`config.mk`:
```
export PLATFORM = sky130hd
export DESIGN_NAME = fxp_op_initiator
export DESIGN_NICKNAME = d
export VERILOG_FILES = /design/src/rtl/fxp_op_initiator.sv
export SDC_FILE = /design/constraint.sdc
export NUM_CORES = 1
export LEC_CHECK = 0
export BUFFER_PORTS_ARGS = -buffer_cell sky130_fd_sc_hd__buf_4
export CAP_MARGIN = 5
export CELL_PAD_IN_SITES_DETAIL_PLACEMENT = 1
export CELL_PAD_IN_SITES_GLOBAL_PLACEMENT = 1
export CORE_MARGIN = 5
export CORE_UTILIZATION = 25
export CTS_CLUSTER_DIAMETER = 120
export CTS_CLUSTER_SIZE = 25
export DETAILED_ROUTE_END_ITERATION = 16
export PLACE_DENSITY_LB_ADDON = 0.1
export SYNTH_ARGS = -nofsm -noshare
export SYNTH_HDL_FRONTEND = slang
export SYNTH_SLANG_ARGS = --single-unit
```
`constraint.sdc`:
```
create_clock -name clk_i -period 4.2 [get_ports clk_i]
set_input_delay 0.42 -clock clk_i [delete_from_list [all_inputs] [get_ports clk_i]]
set_output_delay 0.42 -clock clk_i [all_outputs]
set_load 0.1 [all_outputs]
```
`src/rtl/fxp_op_initiator.sv`:
```
// Initiator for the fixed-point arithmetic unit. It takes one request at a time, drives the unit's
// operand/opcode/start lines, waits a fixed time (add/mul) or for complete (div), then returns the result.
module fxp_op_initiator #(
  parameter int WIDTH       = 32,
  parameter int ADDMUL_WAIT = 2,
  parameter int DIV_TIMEOUT = 64
) (
  input  logic             clk_i,
  input  logic             reset_i,
  input  logic             req_valid_i,
  output logic             req_ready_o,
  input  logic [WIDTH-1:0] req_a_i,
  input  logic [WIDTH-1:0] req_b_i,
  input  logic [1:0]       req_op_i,
  output logic             rsp_valid_o,
  input  logic             rsp_ready_i,
  output logic [WIDTH-1:0] rsp_data_o,
  output logic             rsp_err_o,
  output logic [WIDTH-1:0] alu_a_o,
  output logic [WIDTH-1:0] alu_b_o,
  output logic [1:0]       alu_opcode_o,
  output logic             alu_start_o,
  input  logic [WIDTH-1:0] alu_c_i,
  input  logic             alu_complete_i
);

  localparam int MAXC = (ADDMUL_WAIT > DIV_TIMEOUT) ? ADDMUL_WAIT : DIV_TIMEOUT;
  localparam int CW   = $clog2(MAXC) + 1;
  localparam logic [CW-1:0] AM_LAST  = CW'(ADDMUL_WAIT - 1);
  localparam logic [CW-1:0] DIV_LAST = CW'(DIV_TIMEOUT - 1);

  localparam logic [1:0] OP_ADD = 2'b00;
  localparam logic [1:0] OP_DIV = 2'b10;
  localparam logic [1:0] OP_ILL = 2'b11;

  typedef enum logic [1:0] {S_IDLE, S_ISSUE, S_WAIT, S_RESP} state_t;

  state_t           state_q;
  logic             req_ready_q;
  logic             rsp_valid_q;
  logic [WIDTH-1:0] rsp_data_q;
  logic             rsp_err_q;
  logic [WIDTH-1:0] alu_a_q;
  logic [WIDTH-1:0] alu_b_q;
  logic [1:0]       alu_op_q;
  logic             alu_start_q;
  logic [CW-1:0]    cnt_q;
  logic [CW-1:0]    cnt_d;

  assign cnt_d = cnt_q + 1'b1;

  always_ff @(posedge clk_i) begin
    if (reset_i) begin
      state_q     <= S_IDLE;
      req_ready_q <= 1'b1;
      rsp_valid_q <= 1'b0;
      rsp_data_q  <= '0;
      rsp_err_q   <= 1'b0;
      alu_a_q     <= '0;
      alu_b_q     <= '0;
      alu_op_q    <= OP_ADD;
      alu_start_q <= 1'b0;
      cnt_q       <= '0;
    end else begin
      alu_start_q <= 1'b0;
      case (state_q)
        S_IDLE: begin
          if (req_valid_i) begin
            alu_a_q     <= req_a_i;
            alu_b_q     <= req_b_i;
            alu_op_q    <= req_op_i;
            req_ready_q <= 1'b0;
            if (req_op_i == OP_ILL) begin
              // Illegal opcode never reaches the unit; answer with an error at once.
              state_q     <= S_RESP;
              rsp_valid_q <= 1'b1;
              rsp_data_q  <= '0;
              rsp_err_q   <= 1'b1;
            end else begin
              state_q     <= S_ISSUE;
              alu_start_q <= (req_op_i == OP_DIV);
            end
          end
        end
        S_ISSUE: begin
          cnt_q   <= '0;
          state_q <= S_WAIT;
        end
        S_WAIT: begin
          // Complete is looked at only here, so a level left from an earlier div is ignored in ISSUE.
          if (alu_op_q == OP_DIV) begin
            if (alu_complete_i) begin
              state_q     <= S_RESP;
              rsp_valid_q <= 1'b1;
              rsp_data_q  <= alu_c_i;
              rsp_err_q   <= 1'b0;
            end else if (cnt_q == DIV_LAST) begin
              state_q     <= S_RESP;
              rsp_valid_q <= 1'b1;
              rsp_data_q  <= '0;
              rsp_err_q   <= 1'b1;
            end else begin
              cnt_q <= cnt_d;
            end
          end else if (cnt_q == AM_LAST) begin
            state_q     <= S_RESP;
            rsp_valid_q <= 1'b1;
            rsp_data_q  <= alu_c_i;
            rsp_err_q   <= 1'b0;
          end else begin
            cnt_q <= cnt_d;
          end
        end
        S_RESP: begin
          if (rsp_ready_i) begin
            state_q     <= S_IDLE;
            rsp_valid_q <= 1'b0;
            req_ready_q <= 1'b1;
          end
        end
        default: state_q <= S_IDLE;
      endcase
    end
  end

  assign req_ready_o  = req_ready_q;
  assign rsp_valid_o  = rsp_valid_q;
  assign rsp_data_o   = rsp_data_q;
  assign rsp_err_o    = rsp_err_q;
  assign alu_a_o      = alu_a_q;
  assign alu_b_o      = alu_b_q;
  assign alu_opcode_o = alu_op_q;
  assign alu_start_o  = alu_start_q;

endmodule

```
# [Yosys cells after proc, flatten, opt, wreduce, memory -nomap -nowiden]
# Cells that the tools add are included.
# W data, S select, Z words.
[totals] ff_bits=111 out_inout_bits=102 elab_cells=76
[classes] add_sub_neg=1 n_eq_ne=16 muxes=35 bitwise_logic=2 reduce_logical=12
[op_table] operator="$mux W32" count=6
[op_table] operator="$pmux W32 S2" count=1
[op_table] operator="$mux W7" count=4
[op_table] operator="$mux W2" count=7
[op_table] operator="$pmux W7 S2" count=1
[op_table] operator="$mux W1" count=12
[op_table] operator="$ne A3 B3 Y1 const B" count=4
[op_table] operator="$eq A2 B2 Y1 const B" count=5
[op_table] operator="$pmux W2 S4" count=1
[op_table] operator="$reduce_and A4 Y1" count=2
[op_table] operator="$add A7 B1 Y7 const B" count=1
[op_table] operator="$eq A7 B1 Y1 const B" count=1
[op_table] operator="$eq A7 B6 Y1 const B" count=1
[op_table] operator="$ne A2 B2 Y1 const B" count=3
[op_table] operator="$reduce_and A6 Y1" count=1
[op_table] operator="$reduce_bool A2 Y1" count=3
[op_table] operator="$reduce_and A5 Y1" count=1
[op_table] operator="$ne A4 B4 Y1 const B" count=1
[op_table] operator="$pmux W1 S2" count=2
[op_table] operator="$reduce_or A4 Y1" count=1
[op_table] operator="$pmux W1 S3" count=1
[op_table] operator="$reduce_and A3 Y1" count=1
[op_table] operator="$reduce_bool A3 Y1" count=1
[op_table] operator="$eq A2 B1 Y1 const B" count=1
[op_table] operator="other kinds (3)" count=4

# [Logic depth before layout (Yosys ltp)]
[depth] word_depth=5 ltp_mapped=10

# [Worst setup path before layout]
# Ideal clock, no wire load.
[synth_timing] path_kind="reg2reg" startpoint="register alu_op_q[0], in the netlist alu_opcode_o[0]" endpoint="register rsp_data_q[11], in the netlist rsp_data_o[11]" setup_time_ns=0.070 t_arrival_ns=2.237 t_required_ns=4.130 path_slack_ns=1.892 stages_incl_launch_ff=8 path_buffers=2 synth_period_minus_slack_ns=2.308 cell_sequence="dfxtp_1 -> and4bb_2 -> o31ai_2 -> nand3_2 -> buf_6 -> buf_6 -> or3_1 -> a21oi_1"
[synth_via] elab_chain_cells=3
[synth_rtl] element="start: declaration" line_no="45" rtl="logic [1:0] alu_op_q;"
[synth_rtl] element="start signal: assignment" line_no="71" rtl="alu_op_q <= req_op_i;"
[synth_rtl] element="$eq A2 B2 Y1 (*)" line_no="91" rtl="if (alu_op_q == OP_DIV) begin"
[synth_rtl] element="$ne A4 B4 Y1 (no line) (tied with other cells)"
[synth_rtl] element="$reduce_and A5 Y1 (no line) or $pmux W32 S2 (tied branches)"
[synth_rtl] element="end signal: assignment" line_no="95" rtl="rsp_data_q <= alu_c_i;"
[synth_rtl] element="end signal: assignment" line_no="108" rtl="rsp_data_q <= alu_c_i;"
[synth_rtl] element="end: declaration" line_no="41" rtl="logic [WIDTH-1:0] rsp_data_q;"
# Every way passes the cells marked *; elsewhere a longest branch is shown, timed or not.
# A chain may end at the register's enable or synchronous reset.

# [Worst setup path after layout]
[layout_timing] startpoint="register cnt_q[1]" endpoint="register rsp_data_q[30], in the netlist rsp_data_o[30]"
[layout_via] elab_chain_cells=3
[layout_rtl] element="start: declaration" line_no="47" rtl="logic [CW-1:0] cnt_q;"
[layout_rtl] element="start signal: assignment" line_no="103" rtl="cnt_q <= cnt_d;"
[layout_rtl] element="start signal: assignment" line_no="111" rtl="cnt_q <= cnt_d;"
[layout_rtl] element="$eq A7 B6 Y1 or $eq A7 B1 Y1 (tied branches)" line_no="97, 105"
[layout_rtl] element="$ne A4 B4 Y1 (no line) or $ne A3 B3 Y1 (tied branches)"
[layout_rtl] element="$reduce_and A5 Y1 (no line) (*)"
# Marked as above.

==> flow_summary.ini <==
[setup_path]
cpPeakStageDelay_ps = 590
critical-path-top-delay-family = simple AND/OR/NAND/NOR gates
cp-start-kind = flip-flop
worstPathRequired_ps = 4460
end_kind = flip-flop
worstPathMaxFanout = 36
crit_type = flip-flop to flip-flop
crit_path_top_delay_cell = nand3_2
crit_path_cell_trace = inv_1, ha_1, or4b_4, o311ai_4, nand3_2, buf_4, or3_1, a21oi_1
cp.arrival_ps = 3290
crit_buf_inv = 2

[sta]
setup_viol = 0
rsz0062_at_grt = no
hold_ws_ps = 266
fin_tns_setup_ps = 0
slew_viol_final = 0
worst_slack_ps = 1170
worst_slew_pin_slew_ps = 1070
clock.fmax_mhz = 330
final_hold_viol_count = 0
fin_crit_sh_pct = 72.1
fin_skew_ps = 9.75
relSlewSlack_pct = 28.4
period_minus_slack_ps = 3030

[power]
ir_worst_vdd_mv = 0.232
power_density_mw_per_mm2 = 671
power_leakage_nw = 2.78

[route]
wl_per_cell_um = 14.7
drc_errors = 0
wirelength_um = 14200
firstDrtPassIters = 4
viasPerCell = 4.43
vias = 4266
ant_nets = 0
first_iter_violations = 98

[placement]
place_area_sq_mm = 0.00602
place_congestion = 0.796
portBuffers = 204
pre_cts_ws_ps = 1160
place_hpwl_um = 10200

[clock_network]
clk_pin_slew_ps = 70
htree_levels = 3
cts_buffers = 9
post_cts_resize_count = 0
post-cts-setup-buffers = 0
cts_buffer_depth = 2
holdBufCountCts = 0
clock_latency_ps = 340
tritoncts = yes
clock-sinks = 111
root_buffer = clkbuf_16

[yosys]
synth_top_area_share_pct = 51.2
ys_ff_latch = 111
synth_most_common_cell = nand2_1
netlist_top_cells_count = 170 x nand2_1, 111 x dfxtp_1, 107 x a21oi_1, 38 x inv_1, 33 x or3_1
async_reset_ff_share_pct = 0
synth-edff-count = 0
yosys.area.top_type = dfxtp_1
synth_area_sq_mm = 0.00434
syn_inst = 550
syn-num-nets = 660
synth_flop_cell = dfxtp_1
yosysWarnings = 0
yosys.cell_types.count = 32
postSynthAreaPerCell_sq_um = 7.88
yosysSeqAreaShare_pct = 51.2
ys_top_cells_by_area = dfxtp_1 51%, nand2_1 15%, a21oi_1 12%, or3_1 4.8%, inv_1 3.3%

[global_routing]
use_met3_pct = 4.68
top_usage_layer = met2
globalRouteMet2Util_pct = 22.9
grt_max_degree = 74
grt_overflow = 0
use_met1_pct = 16.5
grt_pass1_vias = 4442
grt_pass1_wl_um = 22300
grt_util_all_layers_pct = 13.6
antenna_found_initial = 0

[floorplanning]
dieArea_sq_mm = 0.0201
num_rows = 48
die_x_um = 142
die_h_um = 142
start_util_pct = 25.2
ioPinCount = 205
core_area_sq_mm = 0.0172

[final_layout]
post-route-util_pct = 37.1
antenna_cells = 0
nFillCells = 2146
multi_input_area_sq_mm = 0.00182
area_growth_syn_to_layout_pct = 46.8
seq_area_sq_mm = 0.00222
fin_nets = 842
drive_gt1_share_pct = 31.1
design_area_sq_mm = 0.00636

[min_path]
hp-class = primary input to flip-flop

[run_status]
run_status = completed

[job]
max-cap-violations = 0
sequential cells by signal, summed over array words and instances (netlist names):
signal	count
req_ready_o	1
alu_start_o	1
rsp_valid_o	1
state_q	2
alu_b_o	32
alu_opcode_o	2
cnt_q	7
rsp_data_o	32
alu_a_o	32
rsp_err_o	1
worst reg2reg max path, cell delays in order, from the launching register on:
cell	delay, ps
dfxtp_1	330
inv_1	80
ha_1	130
or4b_4	460
o311ai_4	370
nand3_2	590
buf_4	470
or3_1	380
a21oi_1	140
logic make-up after synthesis:
group,after synthesis,share of synthesized area (%)
fa+ha+maj,7,2.02
compound gates,128,16.5
simple gates,228,23.0
flops,111,51.2
buf+inv,75,7.04
mux,1,0.231
power by group:
group	switching (mW)	internal (mW)
clock network	0.382	0.601
registers	0.0828	1.20
logic	1.56	0.437
total	2.03	2.24
through the flow:
stage          cells  power, mW
2_1_floorplan    550       2.87
3_3_place_gp     946       3.30
3_5_place_dp     946       3.34
4_1_cts          962       4.35
5_1_grt          962       4.51
6_report         962       4.27
final timing paths:
check	cells past startpoint	slack, ps	end	startpoint
max	8	1170	rsp_data_o[30]	cnt_q[1]
min	2	270	alu_start_o	req_op_i[0]
max reg2reg	8	1170	rsp_data_o[30]	cnt_q[1]
min reg2reg	2	450	rsp_data_o[2]	rsp_data_o[2]
area by class of cell:
type / count / area share [%]
timing repair buffer: 208 / 24.5
multi-input combinational: 364 / 28.5
tap: 225 / 4.42
clock buffer: 13 / 3.93
clock inverter: 3 / 1.42
sequential: 111 / 34.9
inverter: 38 / 2.24
layout by cell type (no fill, tap or decap):
| cell type | instances |
|---|---|
| a211oi_1 | 4 |
| buf_4 | 208 |
| and2_0 | 1 |
| or4b_4 | 1 |
| a311oi_1 | 6 |
| o21ai_2 | 1 |
| nor3_1 | 1 |
| and4bb_2 | 1 |
| o21bai_1 | 1 |
| clkbuf_16 | 9 |
| o21ai_0 | 2 |
| or3_1 | 33 |
| o311ai_4 | 1 |
| bufinv_16 | 3 |
| ha_1 | 7 |
| mux2i_1 | 1 |
| a21oi_1 | 107 |
| nor2_1 | 7 |
| a221oi_1 | 1 |
| a21o_1 | 2 |
| o31ai_2 | 1 |
| clkbuf_8 | 1 |
| clkbuf_1 | 3 |
| dfxtp_1 | 111 |
| nand3_2 | 1 |
| nand2b_1 | 3 |
| a31oi_1 | 1 |
| inv_1 | 38 |
| nand3_1 | 5 |
| o22ai_1 | 1 |
| nor4b_1 | 1 |
| nand2_1 | 169 |
| nand2_2 | 1 |
| and2_2 | 1 |
| nor2b_1 | 3 |
routing by layer:
metal / routed length [um] / vias up
met5: 0 / -
met4: 172 / 0
met3: 1140 / 11
met2: 6800 / 122
met1: 6040 / 1984
li1: - / 2149
Note: power is estimated with default switching activity, not from simulation.
